File: src/rtl/fetch_queue.sv
// fetch_queue: instruction-fetch stage with a PC generator feeding a
// DEPTH-entry prefetch FIFO between instruction memory and decode.
// Fetch runs ahead while decode stalls. A taken-branch redirect flushes
// the queue and reloads the fetch PC in one cycle.
// Optional feature macro: FETCH_QUEUE_BYPASS_EN. When it is defined, a word
// fetched into an empty queue is shown to decode in the same cycle.
module fetch_queue #(
   parameter int unsigned      XLEN     = 32,
   parameter int unsigned      DEPTH    = 4,
   parameter logic [XLEN-1:0]  RESET_PC = '0
) (
   input  logic                       clk_i,
   input  logic                       rst_i,
   input  logic                       start_i,
   input  logic                       redirect_i,
   input  logic [XLEN-1:0]            redirect_pc_i,
   output logic [XLEN-1:0]            imem_addr_o,
   input  logic [XLEN-1:0]            imem_instr_i,
   input  logic                       stall_i,
   output logic                       valid_o,
   output logic [XLEN-1:0]            pc_o,
   output logic [XLEN-1:0]            instr_o,
   output logic [$clog2(DEPTH+1)-1:0] count_o
);

   localparam int unsigned PW = $clog2(DEPTH);
   localparam int unsigned CW = $clog2(DEPTH+1);

   // Clearing the low two bits with a mask keeps every target bit in the
   // expression. Synthesis then removes the two constant-zero bits.
   localparam logic [XLEN-1:0] ALIGN_MASK = ~XLEN'(3);
   localparam logic [XLEN-1:0] PC_STEP    = XLEN'(4);

   typedef enum logic {
      IDLE = 1'b0,
      RUN  = 1'b1
   } fetchState_e;

   fetchState_e      state_q,   state_d;
   logic [XLEN-1:0]  fetchPc_q, fetchPc_d;
   logic [PW-1:0]    rdPtr_q,   rdPtr_d;
   logic [PW-1:0]    wrPtr_q,   wrPtr_d;
   logic [CW-1:0]    count_q,   count_d;

   logic [XLEN-1:0]  pcMem_q    [DEPTH];
   logic [XLEN-1:0]  instrMem_q [DEPTH];

   logic empty;
   logic full;
   logic canFetch;
   logic bypassHit;
   logic pop;
   logic push;
   logic doWrite;
   logic doRead;

   assign empty = (count_q == '0);
   assign full  = (count_q == CW'(DEPTH));

   // A fetch can issue only while running with the enable held high and no
   // flush pending. Whether it actually pushes also depends on room.
   assign canFetch = (state_q == RUN) & start_i & ~redirect_i;

`ifdef FETCH_QUEUE_BYPASS_EN
   // The word being fetched into an empty queue is forwarded straight to
   // decode.
   assign bypassHit = empty & canFetch;
`else
   assign bypassHit = 1'b0;
`endif

   assign valid_o = ~empty | bypassHit;
   assign pop     = valid_o & ~stall_i & ~redirect_i;

   // When the queue is full, valid_o is already high from occupancy. A pop
   // in that case reduces to ~stall_i. Writing it this way keeps push
   // independent of the bypass path and avoids a combinational loop.
   assign push = canFetch & (~full | ~stall_i);

   // A bypassed word that decode consumes at once never lands in the queue.
   // It is also not read back out of the queue.
   assign doWrite = push & ~(bypassHit & pop);
   assign doRead  = pop & ~empty;

   // Next-state logic: a flush wins over everything except reset. Otherwise
   // the fetch PC, pointers and occupancy follow the push/pop decision.
   always_comb begin
      state_d   = state_q;
      fetchPc_d = fetchPc_q;
      rdPtr_d   = rdPtr_q;
      wrPtr_d   = wrPtr_q;
      count_d   = count_q;
      if (redirect_i) begin
         fetchPc_d = redirect_pc_i & ALIGN_MASK;
         rdPtr_d   = '0;
         wrPtr_d   = '0;
         count_d   = '0;
      end else begin
         unique case (state_q)
            IDLE:    if (start_i)  state_d = RUN;
            RUN:     if (!start_i) state_d = IDLE;
            default: state_d = IDLE;
         endcase
         if (push) begin
            fetchPc_d = fetchPc_q + PC_STEP;
         end
         if (doWrite) begin
            wrPtr_d = wrPtr_q + PW'(1);
         end
         if (doRead) begin
            rdPtr_d = rdPtr_q + PW'(1);
         end
         count_d = count_q + CW'(doWrite) - CW'(doRead);
      end
   end

   // Control registers, restored to the post-reset fetch position.
   always_ff @(posedge clk_i) begin
      if (rst_i) begin
         state_q   <= IDLE;
         fetchPc_q <= RESET_PC;
         rdPtr_q   <= '0;
         wrPtr_q   <= '0;
         count_q   <= '0;
      end else begin
         state_q   <= state_d;
         fetchPc_q <= fetchPc_d;
         rdPtr_q   <= rdPtr_d;
         wrPtr_q   <= wrPtr_d;
         count_q   <= count_d;
      end
   end

   // Queue storage. Entries are meaningless until occupancy covers them, so
   // they need no reset.
   always_ff @(posedge clk_i) begin
      if (!rst_i && doWrite) begin
         pcMem_q[wrPtr_q]    <= fetchPc_q;
         instrMem_q[wrPtr_q] <= imem_instr_i;
      end
   end

   // Head presentation: prefer the stored head, then the bypassed word, and
   // drive zeros when nothing is valid.
   always_comb begin
      pc_o    = '0;
      instr_o = '0;
      if (!empty) begin
         pc_o    = pcMem_q[rdPtr_q];
         instr_o = instrMem_q[rdPtr_q];
      end else if (bypassHit) begin
         pc_o    = fetchPc_q;
         instr_o = imem_instr_i;
      end
   end

   assign imem_addr_o = fetchPc_q;
   assign count_o     = count_q;

endmodule

File: config.mk
export PLATFORM = sky130hd
export DESIGN_NAME = fetch_queue
export DESIGN_NICKNAME = d
export VERILOG_FILES = /design/src/rtl/fetch_queue.sv
export SDC_FILE = /design/constraint.sdc
export NUM_CORES = 1
export LEC_CHECK = 0
export ABC_AREA = 1
export CAP_MARGIN = 40
export CORE_MARGIN = 2
export CORE_UTILIZATION = 50
export CTS_CLUSTER_SIZE = 25
export DETAILED_ROUTE_END_ITERATION = 10
export GPL_ROUTABILITY_DRIVEN = 0
export PLACE_DENSITY = 0.77
export SLEW_MARGIN = 0
export SYNTH_ARGS = -nofsm -noshare
export SYNTH_HDL_FRONTEND = slang
export SYNTH_SLANG_ARGS = --single-unit
File: constraint.sdc
create_clock -name clk_i -period 5.7 [get_ports clk_i]
set_clock_uncertainty 0.05 [all_clocks]
set_input_delay 1.71 -clock clk_i [delete_from_list [all_inputs] [get_ports clk_i]]
set_output_delay 1.71 -clock clk_i [all_outputs]
set_load 0.005 [all_outputs]
; After elaboration in Yosys (flattened, before gate mapping)
; Memory sizes are Yosys's and may differ from the RTL's. A register that Yosys moved wholly into a read port is not among the register bits.
; Cells that the tools add are included.
[totals]
register_bits = 40
mem_bits_rw = 256
in_bits = 69
output_inout_bits = 100
word_cells = 41
memories = 2
[classes]
n_addsub = 5
eq_ne = 1
muxes = 11
bitwise_logic = 11
reduce_logical = 5
[mem_list]
columns = name, words, width, rd, rd_ports_with_merged_regs, write_ports, line
row1 = instrMem_q, 4, 32, 1, 1, 1, 46  ; logic [XLEN-1:0] instrMem_q [DEPTH];
row2 = pcMem_q, 4, 32, 1, 1, 1, 45  ; logic [XLEN-1:0] pcMem_q [DEPTH];
[op_table]
columns = op, count
row1 = 2-to-1 mux 32 bit, 4
row2 = adder 32 x 3 -> 32 bit (second input constant), 1
row3 = 2-to-1 mux 2 bit, 4
row4 = bitwise AND 1 bit, 6
row5 = adder 2 x 1 -> 2 bit (second input constant), 2
row6 = NOT 1 bit, 4
row7 = adder 3 x 1 -> 3 bit, 1
row8 = == test 3 bit (second input constant), 1
row9 = zero test 3 bit, 1
row10 = 2-to-1 mux 1 bit, 3
row11 = subtractor 3 x 1 -> 3 bit, 1
row12 = nonzero test 2 bit, 1
row13 = OR reduction 2 bit, 1
row14 = logical AND 1 bit, 1
row15 = zero test 1 bit, 1
row16 = OR 1 bit, 1

; Depth between registers and ports, before layout
; Gate-level depths: netlist of the first run.
[depth]
ltp_word = 7
depth_mapped = 11
depth_no_buf = 9

; Worst setup path before layout of the first run
; Ideal clock, no wire load.
[synth_path]
kind = input port to flip-flop
startpoint = input port redirect_i
endpoint = memory instrMem_q[0][0] (enable)
setup_time_ns = 0.482
arrival_time_ns = 4.960
required_time_ns = 5.168
path_slack_ns = 0.208
path_stages = 6
path_buffers = 1
cell_sequence = buf_2 -> nor2_2 -> nand2_4 -> nor2_4 -> inv_1 -> nor2_1
[synth_via]
elab_chain_cells = 6
[synth_rtl]
columns = element, line
row1 = "start, declared", 15  ; input logic redirect_i,
row2 = NOT 1 bit, 62  ; assign canFetch = (state_q == RUN) & start_i & ~redirect_i;
row3 = bitwise AND 1 bit, 62
row4 = bitwise AND 1 bit, 78  ; assign push = canFetch & (~full | ~stall_i);
row5 = logical AND 1 bit, 137  ; if (!rst_i && doWrite) begin
row6 = 2-to-1 mux 1 bit, 137
row7 = 2-to-1 mux 1 bit (not written as such), 139  ; instrMem_q[wrPtr_q] <= imem_instr_i;
row8 = "end, declared", 46
; Every way passes these cells.

==> run_results.csv, run 1 <==
group,metric,value,unit
critical_path,rr_worst_depth,9,
synthesis,yosysTopAreaCell,"edfxtp_1",
clocking,hold_buffers,0,
clocking,cts_made_buffers,29,
synthesis,yosys_warnings,0,
critical_path,endpoint,"pc_o[16]",
critical_path,cp_max_fo,84,
timing,fmax,0.217,GHz
timing,setup_viol,0,
global_routing,grt_pass1_wl,44400,µm
critical_path,r2r-end,"count_o[2]$_SDFF_PP0_",
floorplan,num_rows,57,
power_and_ir_drop,p_leak,5.20,nW
critical_path,reg2reg_slack,2.98,ns
critical_path,worst_setup_path_end_kind,"output pin",
floorplan,initial_core_util,50.8,%
route,viasPerCell,5.30,
global_routing,grt_pass1_vias,8622,
synthesis,synth_cell_types,39,
placed_design,dp_hpwl,16000,µm
floorplan,io-pin-count,169,
synthesis,synthTopCellsByArea,"edfxtp_1 (61%), nor2_1 (8.7%), dfxtp_1 (6.5%)",
placed_design,dp.cells,1605,
power_and_ir_drop,ir_drop,0.227,mV
clocking,htreeDepth,1,
synthesis,synth_xor_area_share,0.428,%
critical_path,critPathArrivalTime,2.84,ns
route,drt_iter0_markers,616,
synthesis,synthMuxAreaShare,0,%
global_routing,grtUsageTotal,21.6,%
critical_path,critPathKind,"flip-flop to output pin",
clocking,cts_buffer_depth,3,
synthesis,synth_top_family_by_area,"simple AND/OR/NAND/NOR gates",
timing,hold_viol_final,0,
power_and_ir_drop,p_total,0.00438,W
final_layout,diodes,0,
floorplan,die_h,161,µm
global_routing,antenna_found_initial,0,
floorplan,die_area,25800,µm²
power_and_ir_drop,p_per_area,289,nW/µm²
timing,finalCritPeriodShare,80.8,%
synthesis,synthCells,1165,
clocking,cts-root-buf,"clkbuf_16",
final_layout,fillCellCount,1868,
route,drc,0,
final_layout,layout.cells.non_filler,1659,
synthesis,synth.ff_latch_count,288,
floorplan,die_x,161,µm
timing,rsz0062_at_grt,"false",
clocking,clk_pin_slew,0.06,ns
clocking,clock-sinks,288,
route,wl,27900,µm
synthesis,synth-simple-area-share,16.3,%
placed_design,placed_cell_area,14200,µm²
timing,relSlewSlack,38.5,%
synthesis,synthAdderAreaFrac,0.877,%
clocking,clk_latency,0.54,ns
synthesis,ys_seq_area_share,67.2,%
route,wl_per_cell,16.8,µm
global_routing,grt_overflow,0,
clocking,postCtsSetupBuffers,0,
clocking,post_cts_resized,0,
timing,finalSetupTns,0,ns
synthesis,synth_area_per_cell,10.5,µm²
synthesis,synthesis.area,12300,µm²
global_routing,grt_start_max_net_pins,91,
route,dr.pass1.iters,5,
placed_design,port_buffers,162,
synthesis,synth_compound_area_share,10.8,%
timing,layout_min_cycle_time,4.60,ns
min_path,hold_path.class,"flip-flop to flip-flop",
final_layout,stdcell_area,15200,µm²
critical_path,r2r_start,"count_o[2]$_SDFF_PP0_",
final_layout,drive_above_1_share,7.42,%
timing,slew_violations,0,
synthesis,yosys.area.top_type_share,60.7,%
floorplan,core-area,24200,µm²
critical_path,cp-start-kind,"flip-flop",
run,maxCapViolCount,0,
final_layout,synthToLayoutAreaGrowth,23.6,%
clocking,cts_tree,"yes",
timing,tightest_slew,0.923,ns
route,vias,8788,
route,ant_nets,0,
final_layout,finalNetCount,1389,
critical_path,cp.required,3.94,ns
outcome,status,"completed",
sequential cells by signal, summed over array words and instances, names as in the netlist, named ones only:
signal,count
wrPtr_q,2
pcMem_q,120
state_q,1
rdPtr_q,2
instrMem_q,128
count_o,3
imem_addr_o,30
layer usage:
| metal | share of wire [%] | vias to the layer above | track usage, % |
|---|---|---|---|
| li1 | - | 4280 | - |
| met1 | 43 | 4125 | 28.9 |
| met2 | 49 | 321 | 37.0 |
| met3 | 6.0 | 62 | 3.18 |
| met4 | 2.3 | 0 | 6.51 |
| met5 | 0 | - | 0 |
how the worst min path moves through the flow:
stage | cells after the start | slack (ns) | start | endpoint
after CTS | 2 | 0.41 | state_q$_SDFFE_PP0N_ | state_q$_SDFFE_PP0N_
after global placement | 2 | 0.39 | rdPtr_q[1]$_SDFFE_PP0P_ | flip-flop
after detailed placement | 2 | 0.40 | rdPtr_q[1]$_SDFFE_PP0P_ | flip-flop
after global routing | 2 | 0.43 | state_q$_SDFFE_PP0N_ | state_q$_SDFFE_PP0N_
final | 2 | 0.41 | rdPtr_q[1]$_SDFFE_PP0P_ | flip-flop
after floorplan | 2 | 0.39 | rdPtr_q[1]$_SDFFE_PP0P_ | flip-flop
power by group:
part	switching, W	internal [W]
combinational	0.0000768	0.0000919
sequential	0.0000381	0.00230
clock	0.000774	0.00109
total	0.000889	0.00349
synth_stat cells:
cell type,n
nor2_1,286
edfxtp_1,248
o21ai_0,155
nand2_1,128
a21oi_1,83
inv_1,60
dfxtp_1,40
nand3_1,35
clkbuf_1,33
buf_2,20
nor2_2,8
a31oi_1,7
ha_1,7
nand4_1,6
nor2_4,5
buf_4,4
or2_2,4
xor2_1,4
a21oi_2,3
nand2_4,3
buf_1,2
buf_6,2
inv_2,2
nand2_2,2
nand3_2,2
o21ai_1,2
xnor2_1,2
a21oi_4,1
and2_1,1
buf_8,1
conb_1,1
fa_1,1
inv_6,1
nor3_2,1
nor3_4,1
o211ai_1,1
o211ai_2,1
o21ai_2,1
o21bai_1,1
final cells by class:
cell class / instances / area (µm²) / share of cell area, %
clock buffer: 33 / 761 / 5.01
sequential: 288 / 8250 / 54.4
tap: 324 / 405 / 2.67
timing repair buffer: 175 / 1790 / 11.8
multi-input combinational: 755 / 3530 / 23.2
clock inverter: 21 / 191 / 1.26
inverter: 63 / 243 / 1.60
metrics by stage:
step | hold slack (ns) | utilization [%] | setup slack, ns
global placement | 0.391 | 58.7 | 1.47
detailed placement | 0.399 | 58.8 | 1.43
CTS | 0.409 | 62.8 | 1.07
floorplan | 0.386 | - | 0.208
finish | 0.407 | 62.8 | 1.10
global route | 0.433 | 62.8 | 0.958
worst max-delay path, cell delays in order (launching register included):
cell and delay [ns]:
dfxtp_4 0.35, buf_4 0.68, nor2_1 0.11, nor2_1 0.11, o21ai_0 0.11, a21oi_1 0.32, clkdlybuf4s50_1 0.57
cell usage in the layout (no fill, tap or decap), types with 3 or more instances in the layout:
master           instances
nand2_4                  3
clkinv_1                 7
buf_4                    7
clkinvlp_4               4
xor2_1                   4
edfxtp_1               248
bufinv_16                3
clkbuf_16               29
nor2_4                   9
inv_1                   60
dfxtp_1                 38
ha_1                     7
o21ai_0                155
nand2_1                128
a31oi_1                  7
nor2_2                   8
or2_2                    4
nand3_1                 35
clkdlybuf4s50_1        162
nand4_1                  6
buf_12                   6
a21oi_1                 83
conb_1                   4
nor2_1                 282
a21oi_2                  3
clkinv_2                 6
cell families (layout without fill, tap and decap cells):
kind of cell	count (synthesis)	count (layout)
and+or+nand+nor	482	482
AOI/OAI and AO/OA	255	255
DFF	288	288
buffers and inverters	125	292
xor gates and xnor gates	6	6
other	1	4
adders and majority gates	8	8
Power figures use the tool's default switching activity.
==> inputs of run 2 (changes only) <==
Clock period 5.7 ns to 4.1 ns, I/O delays scaled along.
==> run_results.csv, run 2 (synthesized netlist as in run 1, its figures left out) <==
group,metric,value,unit
floorplan,num_rows,57,
route,ant_nets,0,
critical_path,rr_worst_depth,9,
floorplan,core-area,24200,µm²
critical_path,endpoint,"pc_o[11]",
run,maxCapViolCount,0,
clocking,postCtsSetupBuffers,0,
global_routing,grt_pass1_vias,8729,
power_and_ir_drop,clkPwrFrac,41.9,%
clocking,cts-root-buf,"clkbuf_16",
global_routing,antenna_found_initial,0,
clocking,clk_latency,0.53,ns
global_routing,grt_pass1_wl,44500,µm
power_and_ir_drop,ir_drop,0.238,mV
clocking,cts_buffer_depth,3,
global_routing,grtUsageTotal,21.7,%
power_and_ir_drop,p_sw_share,19.7,%
critical_path,cp.required,2.82,ns
outcome,status,"completed",
final_layout,synthToLayoutAreaGrowth,24.0,%
timing,slew_violations,0,
route,wl_per_cell,17.1,µm
clocking,cts_tree,"yes",
final_layout,largest_register_ffs,128,
clocking,clk_pin_slew,0.06,ns
final_layout,finalNetCount,1397,
placed_design,port_buffers,162,
critical_path,r2r-end,"count_o[2]$_SDFF_PP0_",
final_layout,diodes,0,
route,viasPerCell,5.34,
route,drt_iter0_markers,444,
min_path,hold_path.class,"flip-flop to flip-flop",
floorplan,die_area,25800,µm²
placed_design,dp.cells,1614,
critical_path,worst_setup_path_end_kind,"output pin",
timing,setup_viol,0,
timing,fmax,0.259,GHz
timing,tightest_slew,0.655,ns
critical_path,critPathArrivalTime,2.58,ns
final_layout,layout.cells.non_filler,1663,
power_and_ir_drop,power.switching,0.00118,W
final_layout,final_cell_mix,"nor2_1 (282), edfxtp_1 (248), clkdlybuf4s50_1 (162), o21ai_0 (155), nand2_1 (128)",
route,drc,0,
power_and_ir_drop,p_per_area,395,nW/µm²
floorplan,io-pin-count,169,
clocking,clock-sinks,288,
placed_design,place_worst_setup_slack,0.481,ns
timing,finalCritPeriodShare,94.1,%
clocking,cts_made_buffers,28,
power_and_ir_drop,seqPwrFrac,54.2,%
final_layout,top_register,"instrMem_q",
clocking,htreeDepth,1,
critical_path,r2r_start,"count_o[2]$_SDFF_PP0_",
final_layout,layout_commonest_cell,"nor2_1",
timing,finalWorstSetupSlack,0.241,ns
floorplan,die_h,161,µm
critical_path,cp_max_fo,48,
timing,layout_min_cycle_time,3.86,ns
route,dr.pass1.iters,5,
timing,rsz0062_at_grt,"false",
floorplan,initial_core_util,50.8,%
power_and_ir_drop,internal_power,0.00483,W
floorplan,die_x,161,µm
clocking,hold_buffers,0,
route,wl,28500,µm
timing,hold_viol_final,0,
global_routing,grt_start_max_net_pins,65,
power_and_ir_drop,p_total,0.00601,W
placed_design,dp_hpwl,17300,µm
global_routing,grt_overflow,0,
power_and_ir_drop,p_leak,5.23,nW
critical_path,cp-start-kind,"flip-flop",
clocking,post_cts_resized,0,
final_layout,drive_above_1_share,7.54,%
critical_path,reg2reg_slack,1.75,ns
power_and_ir_drop,p_comb_share,3.9,%
timing,relSlewSlack,56.3,%
route,vias,8878,
critical_path,critPathKind,"flip-flop to output pin",
==> run 2: worst max-delay path, cell delays in order, from the launching register on <==
cell and delay, ns:
dfxtp_4 0.45, buf_4 0.48, nor2_1 0.10, nor2_1 0.10, o21ai_0 0.09, a21oi_1 0.26, clkdlybuf4s50_1 0.57
==> run 2: per-layer routing <==
layer	wire length [µm]	up-vias	part of all wire (%)	track usage [%]
met4	442	0	1.6	5.41
met5	0	-	0	0
li1	-	4292	-	-
met3	1760	37	6.2	3.41
met2	14100	301	49	38.4
met1	12200	4248	43	28.3
==> run 2: power by group through the flow <==
stage               combinational, W  sequential [W]  clock [W]
finish                      0.000236         0.00326    0.00252
detailed placement          0.000235         0.00332          0
floorplan                  0.0000899         0.00330          0
CTS                         0.000237         0.00325    0.00256
global route                0.000260         0.00326    0.00267
global placement            0.000231         0.00331          0
==> run 2: worst min-delay path by stage <==
stage | startpoint | endpoint | slack [ns] | cells past startpoint
final | rdPtr_q[1]$_SDFFE_PP0P_ | flip-flop | 0.41 | 2
after global routing | rdPtr_q[1]$_SDFFE_PP0P_ | flip-flop | 0.44 | 2
after CTS | rdPtr_q[1]$_SDFFE_PP0P_ | flip-flop | 0.41 | 2
after detailed placement | rdPtr_q[1]$_SDFFE_PP0P_ | flip-flop | 0.40 | 2
after global placement | rdPtr_q[1]$_SDFFE_PP0P_ | flip-flop | 0.39 | 2
after floorplan | rdPtr_q[1]$_SDFFE_PP0P_ | flip-flop | 0.39 | 2
==> run 2: area by class of cell <==
| cell class | instances | area [µm²] |
|---|---|---|
| Fill cell | 1836 | 8960 |
| Sequential cell | 288 | 8250 |
| Multi-Input combinational cell | 755 | 3530 |
| Timing Repair Buffer | 184 | 1890 |
| Clock buffer | 37 | 766 |
| Tap cell | 324 | 405 |
| Inverter | 63 | 243 |
| Clock inverter | 12 | 139 |
==> run 2: metrics by stage <==
step	TNS, ns	instance area [µm²]	utilization (%)	hold slack [ns]
floorplan	-226.28	12300	-	0.386
global placement	0	14300	59.2	0.392
detailed placement	0	14300	59.2	0.404
CTS	0	15200	62.9	0.411
global route	0	15200	62.9	0.436
finish	0	15200	62.9	0.411
==> inputs of run 3 (changes only) <==
Settings changed: CORE_UTILIZATION 50 to 45, PLACE_DENSITY 0.77 to 0.7.
==> run_results.csv, run 3 (synthesized netlist as in run 1, its figures left out) <==
group,metric,value,unit
outcome,status,"completed",
final_layout,largest_register_ffs,128,
timing,slew_violations,0,
timing,layout_min_cycle_time,3.90,ns
floorplan,die_x,169,µm
power_and_ir_drop,seqPwrFrac,52.5,%
critical_path,worst_setup_path_end_kind,"output pin",
final_layout,synthToLayoutAreaGrowth,24.7,%
power_and_ir_drop,internal_power,0.00496,W
clocking,htreeDepth,1,
final_layout,final_cell_mix,"nor2_1 (282), edfxtp_1 (248), clkdlybuf4s50_1 (162), o21ai_0 (155), nand2_1 (128)",
critical_path,critPathKind,"flip-flop to output pin",
timing,tightest_slew,0.842,ns
clocking,cts-root-buf,"clkbuf_16",
clocking,clk_pin_slew,0.06,ns
power_and_ir_drop,ir_drop,0.308,mV
critical_path,cp_max_fo,31,
timing,rsz0062_at_grt,"false",
power_and_ir_drop,p_sw_share,20.0,%
clocking,hold_buffers,0,
timing,fmax,0.256,GHz
global_routing,antenna_found_initial,0,
critical_path,rr_worst_depth,7,
route,drt_iter0_markers,682,
clocking,cts_made_buffers,30,
critical_path,reg2reg_slack,1.76,ns
min_path,hold_depth,2,
timing,relSlewSlack,43.9,%
critical_path,r2r_start,"count_o[1]$_SDFF_PP0_",
global_routing,grt_pass1_wl,44200,µm
placed_design,dp.cells,1629,
route,wl,28600,µm
critical_path,r2r-end,"instrMem_q[1][22]$_DFFE_PP_",
clocking,postCtsSetupBuffers,0,
timing,hold_viol_final,0,
clocking,cts_buffer_depth,3,
final_layout,final_util,57.0,%
floorplan,io-pin-count,169,
critical_path,cp.required,2.82,ns
floorplan,num_rows,60,
final_layout,layout_commonest_cell,"nor2_1",
route,drc,0,
clocking,cts_tree,"yes",
power_and_ir_drop,p_per_area,405,nW/µm²
floorplan,die_area,28600,µm²
global_routing,grt_start_max_net_pins,125,
floorplan,die_h,169,µm
power_and_ir_drop,p_leak,5.26,nW
route,viasPerCell,5.19,
final_layout,top_register,"instrMem_q",
floorplan,core-area,26900,µm²
clocking,clk_latency,0.54,ns
min_path,min-delay-start,"rdPtr_q[1]$_SDFFE_PP0P_",
global_routing,grt_pass1_vias,8483,
timing,hold_ws,0.408,ns
route,ant_nets,0,
global_routing,grtUsageTotal,19.7,%
critical_path,cp-start-kind,"flip-flop",
timing,finalSetupTns,0,ns
power_and_ir_drop,clkPwrFrac,43.7,%
placed_design,dp_hpwl,16800,µm
min_path,hold_path.class,"flip-flop to flip-flop",
global_routing,grt_overflow,0,
clocking,clock-sinks,288,
critical_path,critPathArrivalTime,2.62,ns
power_and_ir_drop,power.switching,0.00124,W
route,vias,8746,
placed_design,port_buffers,162,
timing,setup_viol,0,
final_layout,diodes,0,
final_layout,layout.cells.non_filler,1685,
final_layout,fillCellCount,2209,
floorplan,initial_core_util,45.7,%
timing,finalCritPeriodShare,95.2,%
final_layout,finalNetCount,1397,
power_and_ir_drop,p_comb_share,3.8,%
clocking,post_cts_resized,0,
route,dr.pass1.iters,5,
final_layout,drive_above_1_share,8.04,%
route,wl_per_cell,16.9,µm
run,maxCapViolCount,0,
-- run 3: changes by cell type in the layout (fill, tap and decap cells not counted), sizes merged --
cell / previous run / this run
inv: 63 / 62
clkbuf: 37 / 43
buf: 22 / 20
clkinv: 7 / 9
-- run 3: worst max-delay path by stage --
stage                     from  slack, ns                         end  depth (start not counted)
detailed placement     start_i       0.44  instrMem_q[3][8]$_DFFE_PP_                          8
CTS                  flip-flop       0.15                    pc_o[22]                          6
finish               flip-flop       0.20                    pc_o[22]                          6
global placement       start_i       0.46  instrMem_q[3][8]$_DFFE_PP_                          8
floorplan           redirect_i      -0.91  instrMem_q[0][0]$_DFFE_PP_                          6
global route         flip-flop       0.04                    pc_o[20]                          6
-- run 3: power by group through the flow --
| stage | clock (W) | sequential [W] | combinational (W) |
|---|---|---|---|
| floorplan | 0 | 0.00330 | 0.0000899 |
| global placement | 0 | 0.00332 | 0.000233 |
| detailed placement | 0 | 0.00332 | 0.000236 |
| CTS | 0.00275 | 0.00326 | 0.000238 |
| global route | 0.00286 | 0.00326 | 0.000262 |
| finish | 0.00271 | 0.00326 | 0.000236 |
-- run 3: layer usage --
layer	part of all wire, %	vias to the layer above	track usage [%]
li1	-	4292	-
met5	0	-	0
met1	43	4124	25.8
met3	6.1	32	2.78
met2	49	298	34.7
met4	1.5	0	4.72
-- run 3: cell type report --
| cell class | count | area, µm² | area share [%] |
|---|---|---|---|
| sequential | 288 | 8250 | 53.9 |
| multi-input combinational | 755 | 3530 | 23.0 |
| timing repair buffer | 182 | 1860 | 12.1 |
| clock buffer | 43 | 851 | 5.56 |
| tap | 341 | 427 | 2.79 |
| inverter | 63 | 243 | 1.59 |
| clock inverter | 13 | 149 | 0.973 |
-- run 3: stage by stage --
stage	setup WS [ns]	power [W]	area [µm²]
5_1_grt	0.0420	0.00638	15300
2_1_floorplan	-0.912	0.00339	12300
4_1_cts	0.150	0.00624	15300
6_report	0.195	0.00620	15300
3_5_place_dp	0.438	0.00355	14300
3_3_place_gp	0.459	0.00355	14300
-- run 3: worst max-delay path, stage by stage, from the launching register on --
cell and delay (ns):
dfxtp_2 0.33, inv_2 0.50, buf_4 0.45, nor2_1 0.09, o21ai_0 0.09, a21oi_1 0.13
clkdlybuf4s50_1 0.47
